--- src/rtl/mem_access_pkg.sv ---
// Purpose: shared types for the M-stage data-memory access unit.
// Holds the memop encodings, data_size codes, FSM state enum and bus widths.
package mips_mem_pkg;

    localparam int unsigned ADDR_W = 32;
    localparam int unsigned DATA_W = 32;
    localparam int unsigned STRB_W = 4;

    typedef enum logic [2:0] {
        OP_LB  = 3'b000,
        OP_LBU = 3'b001,
        OP_LH  = 3'b010,
        OP_LHU = 3'b011,
        OP_LW  = 3'b100,
        OP_SB  = 3'b101,
        OP_SH  = 3'b110,
        OP_SW  = 3'b111
    } memop_e;

    localparam logic [1:0] SIZE_BYTE = 2'd0;
    localparam logic [1:0] SIZE_HALF = 2'd1;
    localparam logic [1:0] SIZE_WORD = 2'd2;

    typedef enum logic [1:0] {
        ST_IDLE = 2'd0,
        ST_ADDR = 2'd1,
        ST_DATA = 2'd2,
        ST_HOLD = 2'd3
    } state_e;

endpackage

--- src/rtl/mem_access_if.sv ---
// Purpose: SRAM-like data bus between the M-stage access unit and memory.
// Ports: req/wr/size/addr/wstrb/wdata from master; addr_ok/data_ok/rdata from slave.
interface mem_access_if;
    import mips_mem_pkg::*;

    logic                data_req;
    logic                data_wr;
    logic [1:0]          data_size;
    logic [ADDR_W-1:0]   data_addr;
    logic [STRB_W-1:0]   data_wstrb;
    logic [DATA_W-1:0]   data_wdata;
    logic                data_addr_ok;
    logic                data_data_ok;
    logic [DATA_W-1:0]   data_rdata;

    modport master (
        output data_req, data_wr, data_size, data_addr, data_wstrb, data_wdata,
        input  data_addr_ok, data_data_ok, data_rdata
    );

    modport slave (
        input  data_req, data_wr, data_size, data_addr, data_wstrb, data_wdata,
        output data_addr_ok, data_data_ok, data_rdata
    );

endinterface

--- src/rtl/mem_access_align.sv ---
// Purpose: combinational store alignment, load extraction/extension and
// misalignment detection.
// Ports: memen_i/memop_i/addr_lo_i select the access; wdata_i/rdata_i raw data;
//        size_o, is_store_o, wstrb_o, wdata_o, load_o, adel_o, ades_o results.
module mem_align
    import mips_mem_pkg::*;
(
    input  logic              memen_i,
    input  logic [2:0]        memop_i,
    input  logic [1:0]        addr_lo_i,
    input  logic [DATA_W-1:0] wdata_i,
    input  logic [DATA_W-1:0] rdata_i,
    output logic [1:0]        size_o,
    output logic              is_store_o,
    output logic [STRB_W-1:0] wstrb_o,
    output logic [DATA_W-1:0] wdata_o,
    output logic [DATA_W-1:0] load_o,
    output logic              adel_o,
    output logic              ades_o
);

    logic       misalign;
    logic [7:0] byte_sel;
    logic [15:0] half_sel;

    // Access size and store replication
    always_comb begin
        size_o  = SIZE_WORD;
        wdata_o = wdata_i;
        case (memop_e'(memop_i))
            OP_LB, OP_LBU, OP_SB: begin
                size_o  = SIZE_BYTE;
                wdata_o = {4{wdata_i[7:0]}};
            end
            OP_LH, OP_LHU, OP_SH: begin
                size_o  = SIZE_HALF;
                wdata_o = {2{wdata_i[15:0]}};
            end
            default: begin
                size_o  = SIZE_WORD;
                wdata_o = wdata_i;
            end
        endcase
    end

    assign is_store_o = memop_i[2] & (|memop_i[1:0]);
    assign misalign   = ((size_o == SIZE_HALF) && addr_lo_i[0]) ||
                        ((size_o == SIZE_WORD) && (addr_lo_i != 2'b00));
    assign adel_o     = memen_i & ~is_store_o & misalign;
    assign ades_o     = memen_i &  is_store_o & misalign;

    // Byte enables only for a valid store
    always_comb begin
        wstrb_o = '0;
        if (memen_i && is_store_o && !misalign) begin
            case (size_o)
                SIZE_BYTE: wstrb_o = 4'b0001 << addr_lo_i;
                SIZE_HALF: wstrb_o = addr_lo_i[1] ? 4'b1100 : 4'b0011;
                default:   wstrb_o = 4'b1111;
            endcase
        end
    end

    // Load lane select and extension
    always_comb begin
        case (addr_lo_i)
            2'd0:    byte_sel = rdata_i[7:0];
            2'd1:    byte_sel = rdata_i[15:8];
            2'd2:    byte_sel = rdata_i[23:16];
            default: byte_sel = rdata_i[31:24];
        endcase
        half_sel = addr_lo_i[1] ? rdata_i[31:16] : rdata_i[15:0];
        case (memop_e'(memop_i))
            OP_LB:   load_o = {{24{byte_sel[7]}}, byte_sel};
            OP_LBU:  load_o = {24'd0, byte_sel};
            OP_LH:   load_o = {{16{half_sel[15]}}, half_sel};
            OP_LHU:  load_o = {16'd0, half_sel};
            default: load_o = rdata_i;
        endcase
    end

endmodule

--- src/rtl/mem_access.sv ---
// Purpose: M-stage data-memory access unit: bus handshake FSM, load capture
// and pipeline stall generation.
// Ports: clk/rst; memenM, memopM, addrM, writedataM, stall_inM from the M stage;
//        readdataM, mem_stallM, adelM, adesM to the pipeline; bus (master) to memory.
module mem_access
    import mips_mem_pkg::*;
(
    input  logic              clk,
    input  logic              rst,
    input  logic              memenM,
    input  logic [2:0]        memopM,
    input  logic [ADDR_W-1:0] addrM,
    input  logic [DATA_W-1:0] writedataM,
    input  logic              stall_inM,
    output logic [DATA_W-1:0] readdataM,
    output logic              mem_stallM,
    output logic              adelM,
    output logic              adesM,
    mem_access_if.master      bus
);

    state_e            state_q, state_d;
    logic [DATA_W-1:0] rdata_q, rdata_d;
    logic              req;
    logic              err;
    logic              is_store;
    logic [1:0]        size;
    logic [STRB_W-1:0] wstrb;
    logic [DATA_W-1:0] wdata_rep;
    logic [DATA_W-1:0] load_val;

    mem_align u_align (
        .memen_i    (memenM),
        .memop_i    (memopM),
        .addr_lo_i  (addrM[1:0]),
        .wdata_i    (writedataM),
        .rdata_i    (bus.data_rdata),
        .size_o     (size),
        .is_store_o (is_store),
        .wstrb_o    (wstrb),
        .wdata_o    (wdata_rep),
        .load_o     (load_val),
        .adel_o     (adelM),
        .ades_o     (adesM)
    );

    assign err = adelM | adesM;

    // Bus fields follow the M-stage inputs, which hold steady while stalled
    assign bus.data_req   = req;
    assign bus.data_wr    = memenM & is_store;
    assign bus.data_size  = size;
    assign bus.data_addr  = addrM;
    assign bus.data_wstrb = wstrb;
    assign bus.data_wdata = wdata_rep;

    // State and captured load result
    always_ff @(posedge clk or posedge rst) begin
        if (rst) begin
            state_q <= ST_IDLE;
            rdata_q <= '0;
        end else begin
            state_q <= state_d;
            rdata_q <= rdata_d;
        end
    end

    // Handshake FSM; HOLD keeps the load result while downstream is stalled
    always_comb begin
        state_d    = state_q;
        rdata_d    = rdata_q;
        req        = 1'b0;
        mem_stallM = 1'b0;
        readdataM  = rdata_q;
        case (state_q)
            ST_IDLE: begin
                if (memenM && !err) begin
                    req        = 1'b1;
                    mem_stallM = 1'b1;
                    state_d    = bus.data_addr_ok ? ST_DATA : ST_ADDR;
                end
            end
            ST_ADDR: begin
                req        = 1'b1;
                mem_stallM = 1'b1;
                if (bus.data_addr_ok) begin
                    state_d = ST_DATA;
                end
            end
            ST_DATA: begin
                mem_stallM = ~bus.data_data_ok;
                if (bus.data_data_ok) begin
                    readdataM = load_val;
                    rdata_d   = load_val;
                    state_d   = stall_inM ? ST_HOLD : ST_IDLE;
                end
            end
            ST_HOLD: begin
                if (!stall_inM) begin
                    state_d = ST_IDLE;
                end
            end
            default: state_d = ST_IDLE;
        endcase
    end

endmodule

--- src/flat_wrapper.sv ---
// flat-port wrapper written by rule: the top's interface ports become plain ports
module mem_access_flat import mips_mem_pkg::*;
  (clk, rst, memenM, memopM, addrM, writedataM, stall_inM, readdataM, mem_stallM, adelM, adesM, bus_data_req, bus_data_wr, bus_data_size, bus_data_addr, bus_data_wstrb, bus_data_wdata, bus_data_addr_ok, bus_data_data_ok, bus_data_rdata);
  mem_access_if bus_i ();
  input  logic clk;
  input  logic rst;
  input  logic memenM;
  input  logic [2:0] memopM;
  input  logic [ADDR_W-1:0] addrM;
  input  logic [DATA_W-1:0] writedataM;
  input  logic stall_inM;
  output logic [DATA_W-1:0] readdataM;
  output logic mem_stallM;
  output logic adelM;
  output logic adesM;
  output wire logic [$bits(bus_i.data_req)-1:0] bus_data_req;
  output wire logic [$bits(bus_i.data_wr)-1:0] bus_data_wr;
  output wire logic [$bits(bus_i.data_size)-1:0] bus_data_size;
  output wire logic [$bits(bus_i.data_addr)-1:0] bus_data_addr;
  output wire logic [$bits(bus_i.data_wstrb)-1:0] bus_data_wstrb;
  output wire logic [$bits(bus_i.data_wdata)-1:0] bus_data_wdata;
  input wire logic [$bits(bus_i.data_addr_ok)-1:0] bus_data_addr_ok;
  input wire logic [$bits(bus_i.data_data_ok)-1:0] bus_data_data_ok;
  input wire logic [$bits(bus_i.data_rdata)-1:0] bus_data_rdata;
  assign bus_data_req = bus_i.data_req;
  assign bus_data_wr = bus_i.data_wr;
  assign bus_data_size = bus_i.data_size;
  assign bus_data_addr = bus_i.data_addr;
  assign bus_data_wstrb = bus_i.data_wstrb;
  assign bus_data_wdata = bus_i.data_wdata;
  assign bus_i.data_addr_ok = bus_data_addr_ok;
  assign bus_i.data_data_ok = bus_data_data_ok;
  assign bus_i.data_rdata = bus_data_rdata;
  mem_access u_core (.clk(clk), .rst(rst), .memenM(memenM), .memopM(memopM), .addrM(addrM), .writedataM(writedataM), .stall_inM(stall_inM), .readdataM(readdataM), .mem_stallM(mem_stallM), .adelM(adelM), .adesM(adesM), .bus(bus_i));
endmodule
--- config.mk ---
export PLATFORM = sky130hd
export DESIGN_NAME = mem_access_flat
export DESIGN_NICKNAME = d
export VERILOG_FILES = /design/src/rtl/mem_access_pkg.sv /design/src/rtl/mem_access_if.sv /design/src/rtl/mem_access_align.sv /design/src/rtl/mem_access.sv /design/src/flat_wrapper.sv
export SDC_FILE = /design/constraint.sdc
export NUM_CORES = 1
export LEC_CHECK = 0
export CAP_MARGIN = 25
export CORE_ASPECT_RATIO = 0.6
export CORE_UTILIZATION = 36
export DETAILED_ROUTE_END_ITERATION = 8
export PLACE_DENSITY = 0.82
export SKIP_LAST_GASP = 1
export SLEW_MARGIN = 20
export SYNTH_ARGS = -nofsm -noshare
export SYNTH_HDL_FRONTEND = slang
export SYNTH_SLANG_ARGS = --single-unit
--- constraint.sdc ---
create_clock -name clk -period 2 [get_ports clk]
set_input_delay 0.4 -clock clk [delete_from_list [all_inputs] [get_ports clk]]
set_output_delay 0.4 -clock clk [all_outputs]
set_load 0.1 [all_outputs]
==> results of run 1 <==
==> critical path, stage by stage <==
cell and delay [ps]:
buf_12 120, buf_4 140, nor2_1 290, nor4_4 90
nor3_4 270, buf_6 170, buf_12 150, a21oi_4 90
buf_12 170
==> worst max-delay path by stage <==
stage	to	slack, ps	depth (start not counted)
floorplan	bus_data_wstrb[2]	-460	5
global placement	readdataM[8]	-480	6
detailed placement	readdataM[21]	-530	8
CTS	readdataM[16]	-200	8
global route	readdataM[15]	-290	8
finish	readdataM[16]	-310	9
==> per-stage QoR <==
step | hold WS [ps] | TNS, ps | area, µm²
global placement | 499 | -24490 | 6310
detailed placement | 508 | -28230 | 6310
global route | 487 | -8330 | 7250
floorplan | 502 | -8820 | 3740
finish | 472 | -7860 | 7250
CTS | 519 | -4990 | 7090
==> registers in the layout (all words and copies together) (netlist names) <==
name / count
u_core.state_q: 2
u_core.rdata_q: 32
==> layout make-up <==
class                   count  area (µm²)
fillers                   280         757
clock buffers               7         133
flip-flops and latches     34         852
well taps                 108         135
inverters                  13        48.8
repair buffers            266        3460
clock inverters             1        30.0
multi-input cells         267        2590
==> cells in the final DEF, fill, tap and decap left out, types with 8 or more instances in the layout <==
master,count
buf_4,79
nor2_2,9
o21a_1,8
o21ai_1,9
o21ai_2,8
dlygate4sd2_1,14
a21oi_1,8
dfrtp_1,33
buf_6,18
nand3b_1,15
a21oi_4,28
inv_1,13
o21ai_4,17
nor2_1,22
clkdlybuf4s50_1,48
nand3_1,8
buf_12,94
mux2_4,16
a21oi_2,17
nand2_1,34
==> where the power goes <==
part | internal, mW | switching, mW | total (mW)
clock | 0.589 | 0.321 | 0.911
combinational | 3.28 | 5.53 | 8.81
sequential | 1.03 | 0.146 | 1.18
total | 4.91 | 5.99 | 10.9
==> per-layer routing <==
layer / vias to the layer above / wire length, µm
met4: 0 / 1150
met5: - / 0
met3: 128 / 1730
met1: 2080 / 6810
met2: 342 / 8670
li1: 1711 / -
==> repair_timing <==
action,in CTS,in global routing
pin swaps,32,26
endpoints found under the setup margin,66,61
gates resized for setup,111,54
buffers inserted,29,11
cloned,4,0
==> logic make-up (layout without fill, tap and decap cells) <==
family                    after synthesis  count (layout)  share of synthesized area
muxes                                  19              19                     0.0711
xor gates and xnor gates                1               1                    0.00289
DFF                                    34              34                      0.281
AOI/OAI and AO/OA                     131             131                      0.274
buffers and inverters                  84             287                      0.174
and+or+nand+nor                       116             116                      0.197
==> results.yml, run 1 <==
cells_and_area:
  antenna_cells: 0
  drive_gt1_frac: 0.583
  finalNonFillerCells: 696
  utilization: 0.905
  nets: 692
  areaGrowthSynthToFinish_pct: 139
floorplanning:
  coreArea_mm2: 0.00801
  placementRows: 25
  ios: 212
  dieArea_mm2: 0.00879
  die_h_um: 73.0
  die_x_um: 120
  initial_core_util: 0.378
global_routing:
  use_met3: 0.105
  grt_remaining_overflow: 0
  antenna_found_initial: 0
  grt_use_met2: 0.629
  grt_pass1_vias: 4319
  met1_usage: 0.453
  grt_pass1_wl_um: 24500
  grt_max_degree: 35
  gr-usage-all-layers: 0.374
  busiest_layer: "met2"
place:
  place_hpwl_um: 10300
  dp_slack_ps: -529
  port_buffers: 151
  dp_cells: 651
  gp_congestion: 0.828
clocking:
  htree_levels: 2
  cts_buffer_depth: 2
  cts.clk_slew.worst_paths_ps: 60
  ctsHoldBuffers: 0
  cts_buffers: 5
  cts_tree: "yes"
  cts-root-buf: "clkbuf_16"
  cts.sinks: 34
  clock_latency_ps: 300
drt:
  post_drt_wl_per_cell_um: 26.4
  via_count: 4261
  first_iter_violations: 355
  vias_per_cell: 6.12
  wl_um: 18300
  ant_nets: 0
  drtPass1Iterations: 5
  drc_errors: 0
min_path:
  hp-class: "primary input to register"
  min-delay-start: "bus_data_rdata[23]"
  min_to: "u_core.rdata_q[23]"
  whs_path_depth: 3
critical_path:
  crit_path_max_fanout: 7
  worstPathRequired_ps: 1600
  worstSetupEndpointType: "primary output"
  r2r_start: "u_core.state_q[0]"
  reg2reg_depth: 8
  r2r-end: "u_core.rdata_q[14]"
  critPathLaunch: "memopM[1]"
  critical_path_arrival_ps: 1910
  start_kind: "primary input"
  reg2reg_slack_ps: 350
  crit_type: "primary input to primary output"
sta:
  layout_min_cycle_time_ps: 2310
  fmax_mhz: 433
  rsz0062_at_grt: "yes"
  hold_viol_final: 0
  worstMarginPinSlew_ps: 462
  finClkSkew_ps: 14.4
  setup_slack_ps: -307
  drv_slew: 0
  relSlewSlack: 0.692
  setup_viol: 47
  fin_crit_sh: 1.15
logic_synthesis:
  yosysWarnings: 0
  synthArstFlopShare: 1.00
  ys_types: 45
  synth.top_cell.area_share: 0.281
  synth_ff_type: "dfrtp_1"
  postSynthAreaPerCell_um2: 7.86
  ys_seq_elements: 34
  synth_top_area_cell: "dfrtp_1"
  netlist_instances: 385
  synth.area.top_cells: "dfrtp_1 (28%), buf_4 (11%), a21oi_1 (6.9%), mux2_2 (6.3%), o21ai_0 (5.3%)"
  syn_area_mm2: 0.00303
  synth_most_common_cell: "buf_4"
  syn_nets: 490
  synth_edf_count: 0
  ys_seq_area_frac: 0.281
  ys_top_cells_by_count: "buf_4 (43), a21oi_1 (42), nand2_1 (36)"
job:
  maxCapViolations: 0
power_and_ir_drop:
  powerDensity_mw_per_mm2: 1500
  power_mw: 10.9
  p_leak_nw: 3.12
  vdd_drop_max_mv: 2.11
status:
  violations: "setup timing"
  status: "finished with violations"
Power figures use the tool's default switching activity.
==> run 2: changes to the inputs <==
--- a/config.mk
+++ b/config.mk
@@ -7,9 +7,9 @@
 export LEC_CHECK = 0
 export CAP_MARGIN = 25
 export CORE_ASPECT_RATIO = 0.6
-export CORE_UTILIZATION = 36
+export CORE_UTILIZATION = 30
 export DETAILED_ROUTE_END_ITERATION = 8
-export PLACE_DENSITY = 0.82
+export PLACE_DENSITY = 0.71
 export SKIP_LAST_GASP = 1
 export SLEW_MARGIN = 20
 export SYNTH_ARGS = -nofsm -noshare
==> results.yml, run 2 (same netlist as run 1, synthesis figures left out) <==
critical_path:
  r2r_start: "u_core.state_q[0]"
  crit_type: "register to primary output"
  reg2reg_slack_ps: 400
  critical_path_arrival_ps: 1820
  reg2reg_depth: 6
  start_kind: "register"
  slowest_delay_ps: 390
  worstSetupEndpointType: "primary output"
  worstPathRequired_ps: 1600
  cp_slowest_cell: "dfrtp_1"
  crit_chain: "buf_6, and3b_2, buf_12, buf_12, nor2_1, a21oi_4, buf_12"
  crit_path_max_fanout: 10
  critPathLaunch: "u_core.state_q[0]"
  crit_top_cell: "buf_12"
drt:
  vias_per_cell: 5.17
  post_drt_wl_per_cell_um: 19.2
  drtPass1Iterations: 5
  ant_nets: 0
  drc_errors: 0
  wl_um: 13600
  via_count: 3657
  first_iter_violations: 122
sta:
  relSlewSlack: 0.700
  finClkSkew_ps: 3.86
  fin_crit_sh: 1.11
  rsz0062_at_grt: "yes"
  setup_slack_ps: -217
  layout_min_cycle_time_ps: 2220
  tns_ps: -6040
  drv_slew: 0
  fmax_mhz: 451
  hold_viol_final: 0
  setup_viol: 42
  worstMarginPinSlew_ps: 450
job:
  maxCapViolations: 0
floorplanning:
  initial_core_util: 0.319
  coreArea_mm2: 0.00949
  die_x_um: 132
  placementRows: 27
  ios: 212
  die_h_um: 79.8
  dieArea_mm2: 0.0105
place:
  dp_slack_ps: -566
  gp_congestion: 0.854
  port_buffers: 151
  placed_area_mm2: 0.00626
  place_hpwl_um: 9610
cells_and_area:
  largest_reg_flops: 32
  multi_input_area_mm2: 0.00258
  nFillCells: 580
  antenna_cells: 0
  top_register: "u_core.rdata_q"
  final_common_cell: "buf_12"
  design_area_mm2: 0.00715
  largestRegisters: "u_core.rdata_q (32), u_core.state_q (2)"
  drive_gt1_frac: 0.555
  nets: 681
  layout_common_cells: "buf_12 (93), buf_4 (74), clkdlybuf4s50_1 (56), nand2_1 (35), dfrtp_1 (34)"
  areaGrowthSynthToFinish_pct: 136
  regArea_um2: 851
clocking:
  cts_buffers: 5
  cts.sinks: 34
  cts_buffer_depth: 2
  clock_latency_ps: 280
  htree_levels: 2
  cts-root-buf: "clkbuf_16"
  ctsHoldBuffers: 0
  cts.clk_slew.worst_paths_ps: 50
  cts_tree: "yes"
global_routing:
  grt_remaining_overflow: 0
  grt_max_degree: 35
  antenna_found_initial: 0
  grt_pass1_vias: 3639
  grt_pass1_wl_um: 19900
  gr-usage-all-layers: 0.244
power_and_ir_drop:
  vdd_drop_max_mv: 1.86
  power_frac_seq: 0.114
  clkPwrFrac: 0.075
  p_leak_nw: 3.01
  p_sw_mw: 5.78
  p_sw_frac: 0.550
  p_int_mw: 4.73
  powerDensity_mw_per_mm2: 1470
  p_comb_frac: 0.811
status:
  status: "finished with violations"
  violations: "setup timing"
min_path:
  hp-class: "primary input to async pin"
[run 2: cell count changes in the layout (fill, tap and decap cells not counted), sizes merged]
cell and delta:
clkdlybuf4s15 -2, dlymetal6s2s -2, buf -9, clkdlybuf4s50 +8
dlygate4sd2 -5, clkinv +1, bufinv -1, bufbuf -1
[run 2: cell type report]
type,count,share of cell area
timing repair buffer,255,0.470
tap,130,0.0227
inverter,13,0.00682
clock inverter,1,0.000700
sequential,34,0.119
multi-input combinational,267,0.361
clock buffer,7,0.0199
[run 2: worst paths after layout]
| check | to |
|---|---|
| hold reg to reg | u_core.rdata_q[3] |
| setup reg to reg | u_core.rdata_q[16] |
| max in group asynchronous | u_core.rdata_q[6] |
| hold / removal | u_core.rdata_q[11] |
| setup / recovery | readdataM[28] |
| min in group clk | u_core.rdata_q[3] |
[run 2: timing repair]
item	4_1_cts	5_1_grt
setup endpoints to repair	67	60
cloned	2	1
buffers inserted	27	8
pin swaps	23	16
resized for setup	106	42
[run 2: power by group through the flow]
stage	Clock, mW	Sequential (mW)	Combinational, mW
global route	0.831	1.23	8.76
floorplan	0	1.12	5.48
CTS	0.787	1.19	8.42
global placement	0	1.13	7.91
detailed placement	0	1.15	7.99
finish	0.784	1.20	8.53
[run 2: layer usage]
metal	track usage	vias to the layer above	wire length, µm
li1	-	1684	-
met1	0.323	1817	6150
met2	0.406	145	6530
met3	0.0635	11	828
met4	0.0326	0	50
met5	0	-	0
[run 2: per-stage QoR]
stage,std cells,power [mW],utilization,hold slack [ps]
floorplan,385,6.59,-,502
global placement,667,9.04,0.660,498
detailed placement,667,9.14,0.660,507
CTS,700,10.4,0.732,518
global route,707,10.8,0.754,528
finish,707,10.5,0.754,517
[run 2: worst max-delay path: cells and delay by family, from the launching register on]
family / cells / cell delay [ps]
AOI/OAI and AO/OA: 1 / 160
and+or+nand+nor: 2 / 360
buffers and inverters: 4 / 600
DFF: 1 / 390
==> run 3: changes to the inputs <==
--- a/config.mk
+++ b/config.mk
@@ -9,9 +9,10 @@
 export CORE_ASPECT_RATIO = 0.6
 export CORE_UTILIZATION = 30
 export DETAILED_ROUTE_END_ITERATION = 8
-export PLACE_DENSITY = 0.71
+export PLACE_DENSITY = 0.68
 export SKIP_LAST_GASP = 1
 export SLEW_MARGIN = 20
 export SYNTH_ARGS = -nofsm -noshare
 export SYNTH_HDL_FRONTEND = slang
+export SYNTH_HIERARCHICAL = 1
 export SYNTH_SLANG_ARGS = --single-unit
==> results.yml, run 3 <==
status:
  status: "finished with violations"
  violations: "setup timing"
logic_synthesis:
  synthArstFlopShare: 1.00
  synth_top_area_cell: "dfrtp_1"
  ys_seq_elements: 34
  synth.area.top_cells: "dfrtp_1 (26%), mux2_4 (15%), buf_4 (10%), mux2_2 (6.5%), mux4_2 (4.8%)"
  ys_types: 44
  synth.top_cell.area_share: 0.259
  netlist_instances: 334
  synth_edf_count: 0
  postSynthAreaPerCell_um2: 9.84
  ys_seq_area_frac: 0.259
  yosysWarnings: 6
  ys_top_cells_by_count: "buf_4 (44), dfrtp_1 (34), mux2_4 (32)"
  syn_area_mm2: 0.00329
  synth_ff_type: "dfrtp_1"
  synth_most_common_cell: "buf_4"
  syn_nets: 439
sta:
  worstMarginPinSlew_ps: 452
  finClkSkew_ps: 2.93
  fmax_mhz: 430
  layout_min_cycle_time_ps: 2330
  setup_viol: 61
  rsz0062_at_grt: "yes"
  hold_viol_final: 0
  fin_crit_sh: 1.16
  setup_slack_ps: -328
  relSlewSlack: 0.699
  drv_slew: 0
clocking:
  cts.clk_slew.worst_paths_ps: 50
  cts_buffer_depth: 2
  htree_levels: 2
  cts_tree: "yes"
  cts_buffers: 5
  cts-root-buf: "clkbuf_16"
  clock_latency_ps: 290
  cts.sinks: 34
  ctsHoldBuffers: 0
power_and_ir_drop:
  p_leak_nw: 3.09
  powerDensity_mw_per_mm2: 1440
  vdd_drop_max_mv: 1.96
  power_mw: 9.80
critical_path:
  worstPathRequired_ps: 1600
  start_kind: "primary input"
  cp_slowest_cell: "o32a_1"
  critPathTopFamily: "multiplexers"
  crit_top_cell: "mux2_4"
  reg2reg_depth: 5
  crit_path_max_fanout: 8
  critPathLaunch: "addrM[0]"
  worstSetupEndpointType: "primary output"
  r2r_start: "u_core/state_q[1]"
  crit_type: "primary input to primary output"
  critical_path_arrival_ps: 1930
  reg2reg_slack_ps: 430
  r2r-end: "u_core/rdata_q[4]"
  crit_chain: "buf_8, mux2_4, a31o_4, o32a_1, mux2_4, buf_12"
  slowest_delay_ps: 350
  critPathBufInv: 2
floorplanning:
  dieArea_mm2: 0.0114
  placementRows: 29
  initial_core_util: 0.310
  coreArea_mm2: 0.0106
  die_h_um: 83.1
  ios: 212
  die_x_um: 137
place:
  place_hpwl_um: 9690
  gp_congestion: 0.871
  placed_area_mm2: 0.00611
  port_buffers: 151
cells_and_area:
  final_common_cell: "buf_12"
  areaGrowthSynthToFinish_pct: 107
  top_register: "u_core/rdata_q"
  largestRegisters: "u_core/rdata_q (32), u_core/state_q (2)"
  largest_reg_flops: 32
  nets: 620
  antenna_cells: 0
  drive_gt1_frac: 0.599
  design_area_mm2: 0.00680
  layout_common_cells: "buf_12 (87), buf_4 (67), mux2_4 (50), clkdlybuf4s50_1 (35), dfrtp_1 (34)"
global_routing:
  antenna_found_initial: 0
  grt_pass1_vias: 3516
  grt_remaining_overflow: 0
  grt_max_degree: 35
  grt_pass1_wl_um: 20300
  gr-usage-all-layers: 0.234
drt:
  wl_um: 13100
  first_iter_violations: 285
  post_drt_wl_per_cell_um: 20.1
  ant_nets: 0
  vias_per_cell: 5.18
  via_count: 3383
  drc_errors: 0
  drtPass1Iterations: 5
min_path:
  min_to: "u_core/rdata_q[28]"
  hp-class: "register to register"
  min-delay-start: "u_core/rdata_q[28]"
  whs_path_depth: 1
job:
  maxCapViolations: 0
-- run 3: cell count changes in the layout (fill, tap and decap cells not counted), moves of 17 or more --
cell / change
o21ai_4: -17
clkdlybuf4s50_1: -21
clkdlybuf4s15_1: +19
mux2_4: +35
nand2_1: -34
a21oi_4: -27
-- run 3: layout make-up --
cell class                      count  area (µm²)
Inverter                           28         109
Multi-Input combinational cell    202        2330
Clock buffer                        6         139
Sequential cell                    34         851
Fill cell                         800        3800
Timing Repair Buffer              244        3190
Tap cell                          139         174
-- run 3: cell families (layout without fill, tap and decap cells) --
kind of cell / after synthesis / count (layout) / share of synthesized area
AOI/OAI and AO/OA: 88 / 88 / 0.202
xor gates and xnor gates: 2 / 2 / 0.00533
buffers and inverters: 98 / 278 / 0.181
DFF: 34 / 34 / 0.259
muxes: 59 / 59 / 0.262
and+or+nand+nor: 53 / 53 / 0.0906
-- run 3: routing by layer --
layer  GRT usage  vias to the layer above  share of wire
met3      0.0665                       12          0.065
li1            -                     1540              -
met2       0.343                      126           0.46
met1       0.342                     1705           0.47
met4      0.0410                        0         0.0079
met5           0                        -              0
-- run 3: power breakdown --
part / leakage (nW) / total (mW) / internal (mW) / switching [mW]
clock: 0.0688 / 0.776 / 0.481 / 0.295
combinational: 2.62 / 7.84 / 3.04 / 4.80
sequential: 0.403 / 1.18 / 1.04 / 0.146
-- run 3: worst max-delay path by stage --
stage,to,slack (ps),cells past startpoint
floorplan,mem_stallM,-660,7
global placement,readdataM[15],-770,6
detailed placement,readdataM[14],-830,6
CTS,readdataM[14],-340,6
global route,readdataM[15],-360,6
finish,readdataM[14],-330,6
-- run 3: repair_timing --
action | in CTS | in global routing
resized for setup | 130 | 53
pin swaps | 23 | 18
buffers inserted | 12 | 6
cloned | 3 | 1
endpoints found under the setup margin | 79 | 63
endpoints found under the hold margin | 0 | 0
-- run 3: per-stage QoR --
stage | cells | hold WS, ps | TNS, ps | setup slack [ps] | utilization
6_report | 653 | 516 | -11190 | -328 | 0.642
5_1_grt | 653 | 529 | -13470 | -362 | 0.642
4_1_cts | 649 | 516 | -13940 | -339 | 0.624
3_5_place_dp | 629 | 503 | -48380 | -834 | 0.576
3_3_place_gp | 629 | 499 | -46170 | -774 | 0.576
2_1_floorplan | 334 | 532 | -7980 | -660 | -
